File: src/rtl/clock_period_meter_if.sv
// Measurement-side bundle of clock_period_meter: the signal under test plus the
// published period/high-time pair with its strobe and status levels.
interface clock_period_meter_if #(
  parameter int countWidth = 16
);
  logic                  measuredClock;
  logic [countWidth-1:0] period;
  logic [countWidth-1:0] highTime;
  logic                  valid;
  logic                  locked;
  logic                  timeout;

  modport master (
    output measuredClock,
    input  period, highTime, valid, locked, timeout
  );

  modport slave (
    input  measuredClock,
    output period, highTime, valid, locked, timeout
  );
endinterface

File: src/rtl/clock_period_meter.sv
// Measures period and high time of a slow asynchronous input in clk cycles,
// with a stability lock indicator and a no-edge timeout.
module clock_period_meter #(
  parameter int countWidth    = 16,
  parameter int syncStages    = 2,
  parameter int lockCount     = 4,
  parameter int lockTolerance = 1
) (
  input logic                 clk,
  input logic                 rst,
  clock_period_meter_if.slave mif
);

  localparam logic [countWidth-1:0] CNT_MAX = '1;
  localparam logic [countWidth:0]   TOL     = (countWidth+1)'(lockTolerance);
  localparam logic [3:0]            LOCK_N  = 4'(lockCount);

  typedef enum logic {IDLE, MEASURE} state_t;

  state_t                state;
  logic [syncStages-1:0] sync_p0;
  logic                  sprev_p1;
  logic                  s_p0;
  logic                  rise;
  logic                  fall;
  logic [countWidth-1:0] cnt;
  logic [countWidth-1:0] hicap;
  logic [countWidth-1:0] prevperiod;
  logic                  haveprev;
  logic [3:0]            stablecnt;
  logic [3:0]            stablenxt;
  logic                  intol;

  function automatic logic [countWidth:0] abs_diff(input logic [countWidth-1:0] a,
                                                   input logic [countWidth-1:0] b);
    logic signed [countWidth:0] d;
    d = $signed({1'b0, a}) - $signed({1'b0, b});
    return (d < 0) ? $unsigned(-d) : $unsigned(d);
  endfunction

  function automatic logic [countWidth-1:0] sat_inc_cnt(input logic [countWidth-1:0] v);
    return (v == CNT_MAX) ? v : v + 1'b1;
  endfunction

  function automatic logic [3:0] sat_inc_stable(input logic [3:0] v);
    return (v >= LOCK_N) ? LOCK_N : v + 4'd1;
  endfunction

  // Stage p0: synchronizer chain; p1: history flop for edge detection
  always_ff @(posedge clk or posedge rst) begin
    if (rst) begin
      sync_p0  <= '0;
      sprev_p1 <= 1'b0;
    end else begin
      sync_p0  <= {sync_p0[syncStages-2:0], mif.measuredClock};
      sprev_p1 <= s_p0;
    end
  end

  assign s_p0      = sync_p0[syncStages-1];
  assign rise      = s_p0 & ~sprev_p1;
  assign fall      = ~s_p0 & sprev_p1;
  assign intol     = abs_diff(cnt, prevperiod) <= TOL;
  assign stablenxt = sat_inc_stable(stablecnt);

  // Measurement FSM: counter, capture registers, lock and timeout
  always_ff @(posedge clk or posedge rst) begin
    if (rst) begin
      state        <= IDLE;
      cnt          <= '0;
      hicap        <= '0;
      prevperiod   <= '0;
      haveprev     <= 1'b0;
      stablecnt    <= '0;
      mif.period   <= '0;
      mif.highTime <= '0;
      mif.valid    <= 1'b0;
      mif.locked   <= 1'b0;
      mif.timeout  <= 1'b0;
    end else begin
      mif.valid <= 1'b0;
      case (state)
        IDLE: begin
          cnt <= '0;
          if (rise) begin
            state <= MEASURE;
            cnt   <= {{(countWidth-1){1'b0}}, 1'b1};
          end
        end
        MEASURE: begin
          // A rise on the saturating cycle still yields a normal measurement
          if (rise) begin
            mif.period   <= cnt;
            mif.highTime <= hicap;
            mif.valid    <= 1'b1;
            mif.timeout  <= 1'b0;
            cnt          <= {{(countWidth-1){1'b0}}, 1'b1};
            prevperiod   <= cnt;
            haveprev     <= 1'b1;
            if (!haveprev) begin
              stablecnt <= '0;
            end else if (intol) begin
              stablecnt <= stablenxt;
              if (stablenxt == LOCK_N) mif.locked <= 1'b1;
            end else begin
              stablecnt  <= '0;
              mif.locked <= 1'b0;
            end
          end else if (cnt == CNT_MAX) begin
            mif.timeout <= 1'b1;
            mif.locked  <= 1'b0;
            stablecnt   <= '0;
            haveprev    <= 1'b0;
            cnt         <= '0;
            state       <= IDLE;
          end else begin
            cnt <= sat_inc_cnt(cnt);
            if (fall) hicap <= cnt;
          end
        end
        default: state <= IDLE;
      endcase
    end
  end

endmodule

File: src/flat_wrapper.sv
// flat-port wrapper written by rule: the top's interface ports become plain ports
module clock_period_meter_flat 
#(
  parameter int countWidth    = 16,
  parameter int syncStages    = 2,
  parameter int lockCount     = 4,
  parameter int lockTolerance = 1
)
  (clk, rst, mif_measuredClock, mif_period, mif_highTime, mif_valid, mif_locked, mif_timeout);
  clock_period_meter_if #(.countWidth(countWidth)) mif_i ();
  input logic clk;
  input logic rst;
  input wire logic [$bits(mif_i.measuredClock)-1:0] mif_measuredClock;
  output wire logic [$bits(mif_i.period)-1:0] mif_period;
  output wire logic [$bits(mif_i.highTime)-1:0] mif_highTime;
  output wire logic [$bits(mif_i.valid)-1:0] mif_valid;
  output wire logic [$bits(mif_i.locked)-1:0] mif_locked;
  output wire logic [$bits(mif_i.timeout)-1:0] mif_timeout;
  assign mif_i.measuredClock = mif_measuredClock;
  assign mif_period = mif_i.period;
  assign mif_highTime = mif_i.highTime;
  assign mif_valid = mif_i.valid;
  assign mif_locked = mif_i.locked;
  assign mif_timeout = mif_i.timeout;
  clock_period_meter #(.countWidth(countWidth), .syncStages(syncStages), .lockCount(lockCount), .lockTolerance(lockTolerance)) u_core (.clk(clk), .rst(rst), .mif(mif_i));
endmodule
File: config.mk
export PLATFORM = sky130hd
export DESIGN_NAME = clock_period_meter_flat
export DESIGN_NICKNAME = d
export VERILOG_FILES = /design/src/rtl/clock_period_meter_if.sv /design/src/rtl/clock_period_meter.sv /design/src/flat_wrapper.sv
export SDC_FILE = /design/constraint.sdc
export NUM_CORES = 1
export LEC_CHECK = 0
export CAP_MARGIN = 10
export CELL_PAD_IN_SITES_DETAIL_PLACEMENT = 0
export CELL_PAD_IN_SITES_GLOBAL_PLACEMENT = 1
export CORE_MARGIN = 2
export CORE_UTILIZATION = 26
export DETAILED_ROUTE_END_ITERATION = 16
export DONT_BUFFER_PORTS = 1
export PLACE_DENSITY = 0.45
export SLEW_MARGIN = 20
export SYNTH_ARGS = -nofsm -noshare
export SYNTH_HDL_FRONTEND = slang
export SYNTH_SLANG_ARGS = --single-unit
File: constraint.sdc
create_clock -name clk -period 3.8 [get_ports clk]
set_input_delay 0.57 -clock clk [delete_from_list [all_inputs] [get_ports clk]]
set_output_delay 0.57 -clock clk [all_outputs]
set_load 0.1 [all_outputs]
## Yosys cells after proc, flatten, opt, wreduce, memory -nomap -nowiden

Cells that the tools add are included.

- Reductions and logical operators: 5
- Mux-type cells: 23
- Bitwise logic cells: 7
- Add/subtract/negate cells: 4
- Equality and inequality tests: 4
- Order comparisons: 3

Operators with widths:

| cell | count |
|---|---|
| 16-bit 2-to-1 mux | 2 |
| 16-bit one-hot mux with 2 select lines | 1 |
| 4-bit 2-to-1 mux | 5 |
| 17-bit by 1-bit <= comparator with 1-bit output, second input constant | 1 |
| 17-bit by 1-bit < comparator with 1-bit output, second input constant | 1 |
| 17-bit 2-to-1 mux | 1 |
| 17-bit negation | 1 |
| 16-bit by 16-bit subtractor with 17-bit output | 1 |
| 16-bit by 1-bit adder with 16-bit output, second input constant | 1 |
| 16-bit == test, second input constant | 1 |
| 1-bit 2-to-1 mux | 13 |
| 4-bit AND reduction | 2 |
| 1-bit inverter | 5 |
| 4-bit by 1-bit adder with 4-bit output, second input constant | 1 |
| 4-bit by 3-bit == test with 1-bit output, second input constant | 1 |
| 4-bit by 3-bit greater-or-equal comparator with 1-bit output, second input constant | 1 |
| 2-bit AND reduction | 2 |
| 3-bit != test, second input constant | 1 |
| 1-bit AND | 2 |
| 2-bit != test, second input constant | 1 |
| 1-bit one-hot mux with 2 select lines | 1 |
| 2-bit nonzero test | 1 |

- Bits in registers: 76
- Word-level logic and storage cells: 58

## Depth between registers and ports, before layout

- Depth in word-level cells: 7
- Gate-level depth with buffers: 14

## Worst setup path after synthesis

No wires, ideal clock.

- Path kind: reg2reg
- Start point: register u_core.mif.period[0] (netlist name)
- End point: register u_core.stablecnt[2]
- Stages on the path, launching flop included: 13
- Slack: 2 ps
- Data arrival time: 3720 ps
- Library setup time: 78 ps
- Path buffers: 0
- Cells stage by stage: dfrtp_1 -> ha_1 -> fa_1 -> nand2b_1 -> a211oi_2 -> o21a_1 -> o221ai_2 -> or3_1 -> nor3_2 -> mux2_1 -> o22ai_1 -> o2111ai_1 -> a21oi_1

RTL lines:

| what | RTL line | RTL |
|---|---|---|
| end signal, assigned | clock_period_meter.sv:103 | `stablecnt <= stablenxt;` |
| end, declared | clock_period_meter.sv:30 | `logic [3:0] stablecnt;` |

## Worst setup path after layout

- Start point: register u_core.cnt[0]
- End point: register u_core.stablecnt[0]

- Word-level cells in the longest chain between the ends: 7

RTL lines:

| what | RTL line | RTL |
|---|---|---|
| start, declared | clock_period_meter.sv:26 | `logic [countWidth-1:0] cnt;` |
| start signal, assigned | clock_period_meter.sv:87 | `cnt <= {{(countWidth-1){1'b0}}, 1'b1};` |
| start signal, assigned | clock_period_meter.sv:97 | `cnt <= {{(countWidth-1){1'b0}}, 1'b1};` |
| start signal, assigned | clock_period_meter.sv:117 | `cnt <= sat_inc_cnt(cnt);` |
| 16-bit by 16-bit subtractor with 17-bit output | clock_period_meter.sv:37 | `d = $signed({1'b0, a}) - $signed({1'b0, b});` |
| 17-bit negation or 17-bit by 1-bit < comparator with 1-bit output (tied branches) | clock_period_meter.sv:38 | `return (d < 0) ? $unsigned(-d) : $unsigned(d);` |
| 17-bit 2-to-1 mux | clock_period_meter.sv:38 |  |
| 17-bit by 1-bit <= comparator with 1-bit output | clock_period_meter.sv:63 | `assign intol = abs_diff(cnt, prevperiod) <= TOL;` |
| 4-bit 2-to-1 mux | clock_period_meter.sv:102 | `end else if (intol) begin` |
| 4-bit 2-to-1 mux | clock_period_meter.sv:100 | `if (!haveprev) begin` |
| 4-bit 2-to-1 mux | clock_period_meter.sv:92 | `if (rise) begin` |

Several ways; a longest one is shown, not always the timed one.
A chain may end at the register's enable or synchronous reset.

==> flow_summary.ini <==
[power_and_ir_drop]
vdd_drop_max_mv = 0.350
power_density_mw_per_mm2 = 731
power.leakage_uw = 0.00243
design_power_total_uw = 3750

[route]
remaining_drc_errors = 0
drtPass1Iterations = 5
via_count = 3318
detail-route-antenna-nets = 0
wl_per_cell_um = 15.5
detailedRoute.firstIterationViolations = 123
vias_per_cell = 4.72
final_wl_um = 10900

[synth]
synth_common_cells = dfrtp_1, nand2_1, nor2_1, mux2_2, o21ai_0
postSynth.topFlopCell = dfrtp_1
yosysWarnings = 0
postSynthAreaPerCell_um2 = 9.59
syn_area_mm2 = 0.00431
synth_enable_flop_cells = 0
synth_top_area_share = 0.441
synth.yosys.seq_area_share = 0.441
synth_seq_cells = 76
postSynthCellCount = 449
asyncSetResetFlopFracSynth = 1.00
yosys.cell_count.top_type = dfrtp_1
synth_cell_types = 63
mappedNetlistNets = 472
synthTopCellsByArea = dfrtp_1, mux2_2, ha_1
synthDominantAreaCellType = dfrtp_1

[placement]
dp.final_hpwl_um = 8110
placed_area_mm2 = 0.00475
port-buffer-count = 0
gpl.final_weighted_congestion = 0.779
preCtsSetupSlack_ps = 183

[global_routing]
grt_usage = 0.129
grt.overflow.total = 0
antenna_violations_before_repair = 0
grt_pass1_vias = 3485
grt_start_max_net_pins = 46
grt_first_pass_wirelength_um = 18100

[sta]
finalSetupViolCount = 0
total_negative_slack_ps = 0
timing.final.max_slew_violations = 0
final.period_utilization = 0.935
slew_headroom = 0.378
final.setup.worst_slack_ps = 247
report.final.hold_viol_count = 0
worst-slew-pin-transition_ps = 933
rsz0062_at_grt = no
clock-skew-final_ps = 9.14
finalWorstPathRequiredPeriod_ps = 3550
fmax_ghz = 0.281

[layout]
layout-drive-gt1-share = 0.209
antenna_cells_inserted = 0
syn_to_final_growth_pct = 19.2
final_cell_area_mm2 = 0.00513
final_core_util = 0.313
finalNetCount = 501

[floorplan]
floorplan.die.height_um = 133
core_region_area_mm2 = 0.0164
start_util = 0.263
fp.dieArea_mm2 = 0.0176
fp-row-count = 47
die_width_um = 133
floorplan.io_pins = 38

[cts]
ctsHtreeMaxLevel = 3
numClockSinks = 76
path_clk_slew_ps = 60
cts_tree = done
number_of_buffers_created_by_cts = 9
clock-root-buffer = clkbuf_16
clock_latency_late_sink_ps = 340
cts.path.max_buffers = 2

[critical_path]
worstPathRequired_ps = 4060
crit_path_end_kind = flop
crit_path_max_fanout = 4
cpMaxStageDelayCell = fa_1
cpLargestDelayFamily = compound AO/OA/AOI/OAI gates
arrival_ps = 3810
critical_path.n_buffers_inverters = 2
cp-start-kind = flop
crit_chain = inv_2 -> ha_1 -> fa_1 -> nand2b_1 -> a211oi_2 -> buf_4 -> o21ai_0 -> o211a_1 -> or3_1 -> nor3_4 -> mux2_1 -> o22ai_2 -> o2111ai_4 -> o21ai_1
worst_path_largest_cell_delay_ps = 390
crit_type = flop to flop

[status]
status = finished, final reports clean

[flow_run]
maxCapViolations = 0

[min_path]
hold_path.class = primary input to async pin
-- path summary, 6_finish.rpt --
path | from | end | slack [ps] | cells after the start
worst min-delay path | rst | u_core.mif.highTime[1] | 190 | 1
max in group asynchronous | rst | u_core.mif.period[10] | 2660 | 2
min in group clk | mif_measuredClock | u_core.sync_p0[0] | 260 | 0
worst min register to register | u_core.sync_p0[0] | u_core.sync_p0[1] | 360 | 0
worst max register to register | u_core.cnt[0] | u_core.stablecnt[0] | 250 | 14
worst max-delay path | u_core.cnt[0] | u_core.stablecnt[0] | 250 | 14
-- cells by family after synthesis --
logic type	after synthesis	synth area share
xor gates and xnor gates	26	0.0529
muxes	33	0.0857
AOI/OAI and AO/OA	102	0.154
buffers and inverters	43	0.0392
DFF	76	0.441
adders and majority gates	20	0.0598
and+or+nand+nor	149	0.167
-- state kept, by name, indices dropped and copies added (netlist names) --
| signal | cells |
|---|---|
| u_core.cnt | 16 |
| u_core.haveprev | 1 |
| u_core.hicap | 16 |
| u_core.mif.highTime | 16 |
| u_core.mif.locked | 1 |
| u_core.mif.period | 16 |
| u_core.mif.timeout | 1 |
| u_core.mif.valid | 1 |
| u_core.sprev_p1 | 1 |
| u_core.stablecnt | 4 |
| u_core.state | 1 |
| u_core.sync_p0 | 2 |
-- layer usage --
layer  global-route usage  share of wire
met1                0.169           0.48
met2                0.213           0.47
met3               0.0241          0.026
met4               0.0460          0.016
met5                    0              0
-- timing repair --
| item | 4_1_cts | 5_1_grt |
|---|---|---|
| resized for setup | 0 | 10 |
| hold buffers | 0 | 0 |
| setup endpoints to repair | 0 | 4 |
| buffers inserted | 0 | 4 |
-- where the power goes --
part | switching [uW] | total, uW | internal [uW]
Sequential | 204 | 1080 | 877
Combinational | 1100 | 1800 | 698
Clock | 341 | 872 | 531
Total | 1650 | 3750 | 2110
-- placed cells by master, fill, tap and decap left out, types with 11 or more instances in the layout --
master,Yosys,layout
nand3_1,11,11
o21ai_0,29,29
xor2_1,14,14
dfrtp_1,76,76
xnor2_1,12,12
mux2_2,30,30
nor2_1,42,42
nand2_1,51,51
a21oi_1,18,16
buf_4,1,35
inv_1,25,23
ha_1,19,19
-- per-stage QoR --
step | hold WS, ps | instances
final | 188 | 703
after global routing | 229 | 703
after detailed placement | 350 | 683
after global placement | 332 | 683
after floorplan | 331 | 449
after CTS | 199 | 699
-- worst reg2reg max path, cell delays in order, from the launching register on --
cell	delay (ps)
dfrtp_1	370
inv_2	80
ha_1	210
fa_1	390
nand2b_1	200
a211oi_2	350
buf_4	170
o21ai_0	80
o211a_1	150
or3_1	360
nor3_4	250
mux2_1	360
o22ai_2	180
o2111ai_4	170
o21ai_1	160
-- cell type report --
| type | count | area, um2 |
|---|---|---|
| repair buffers | 35 | 263 |
| clock inverters | 6 | 68.8 |
| inverters | 26 | 98.8 |
| multi-input cells | 330 | 2290 |
| flip-flops and latches | 76 | 1900 |
| fillers | 1716 | 11300 |
| clock buffers | 10 | 239 |
| well taps | 220 | 275 |
No activity file was read; power rests on OpenSTA's default activity.
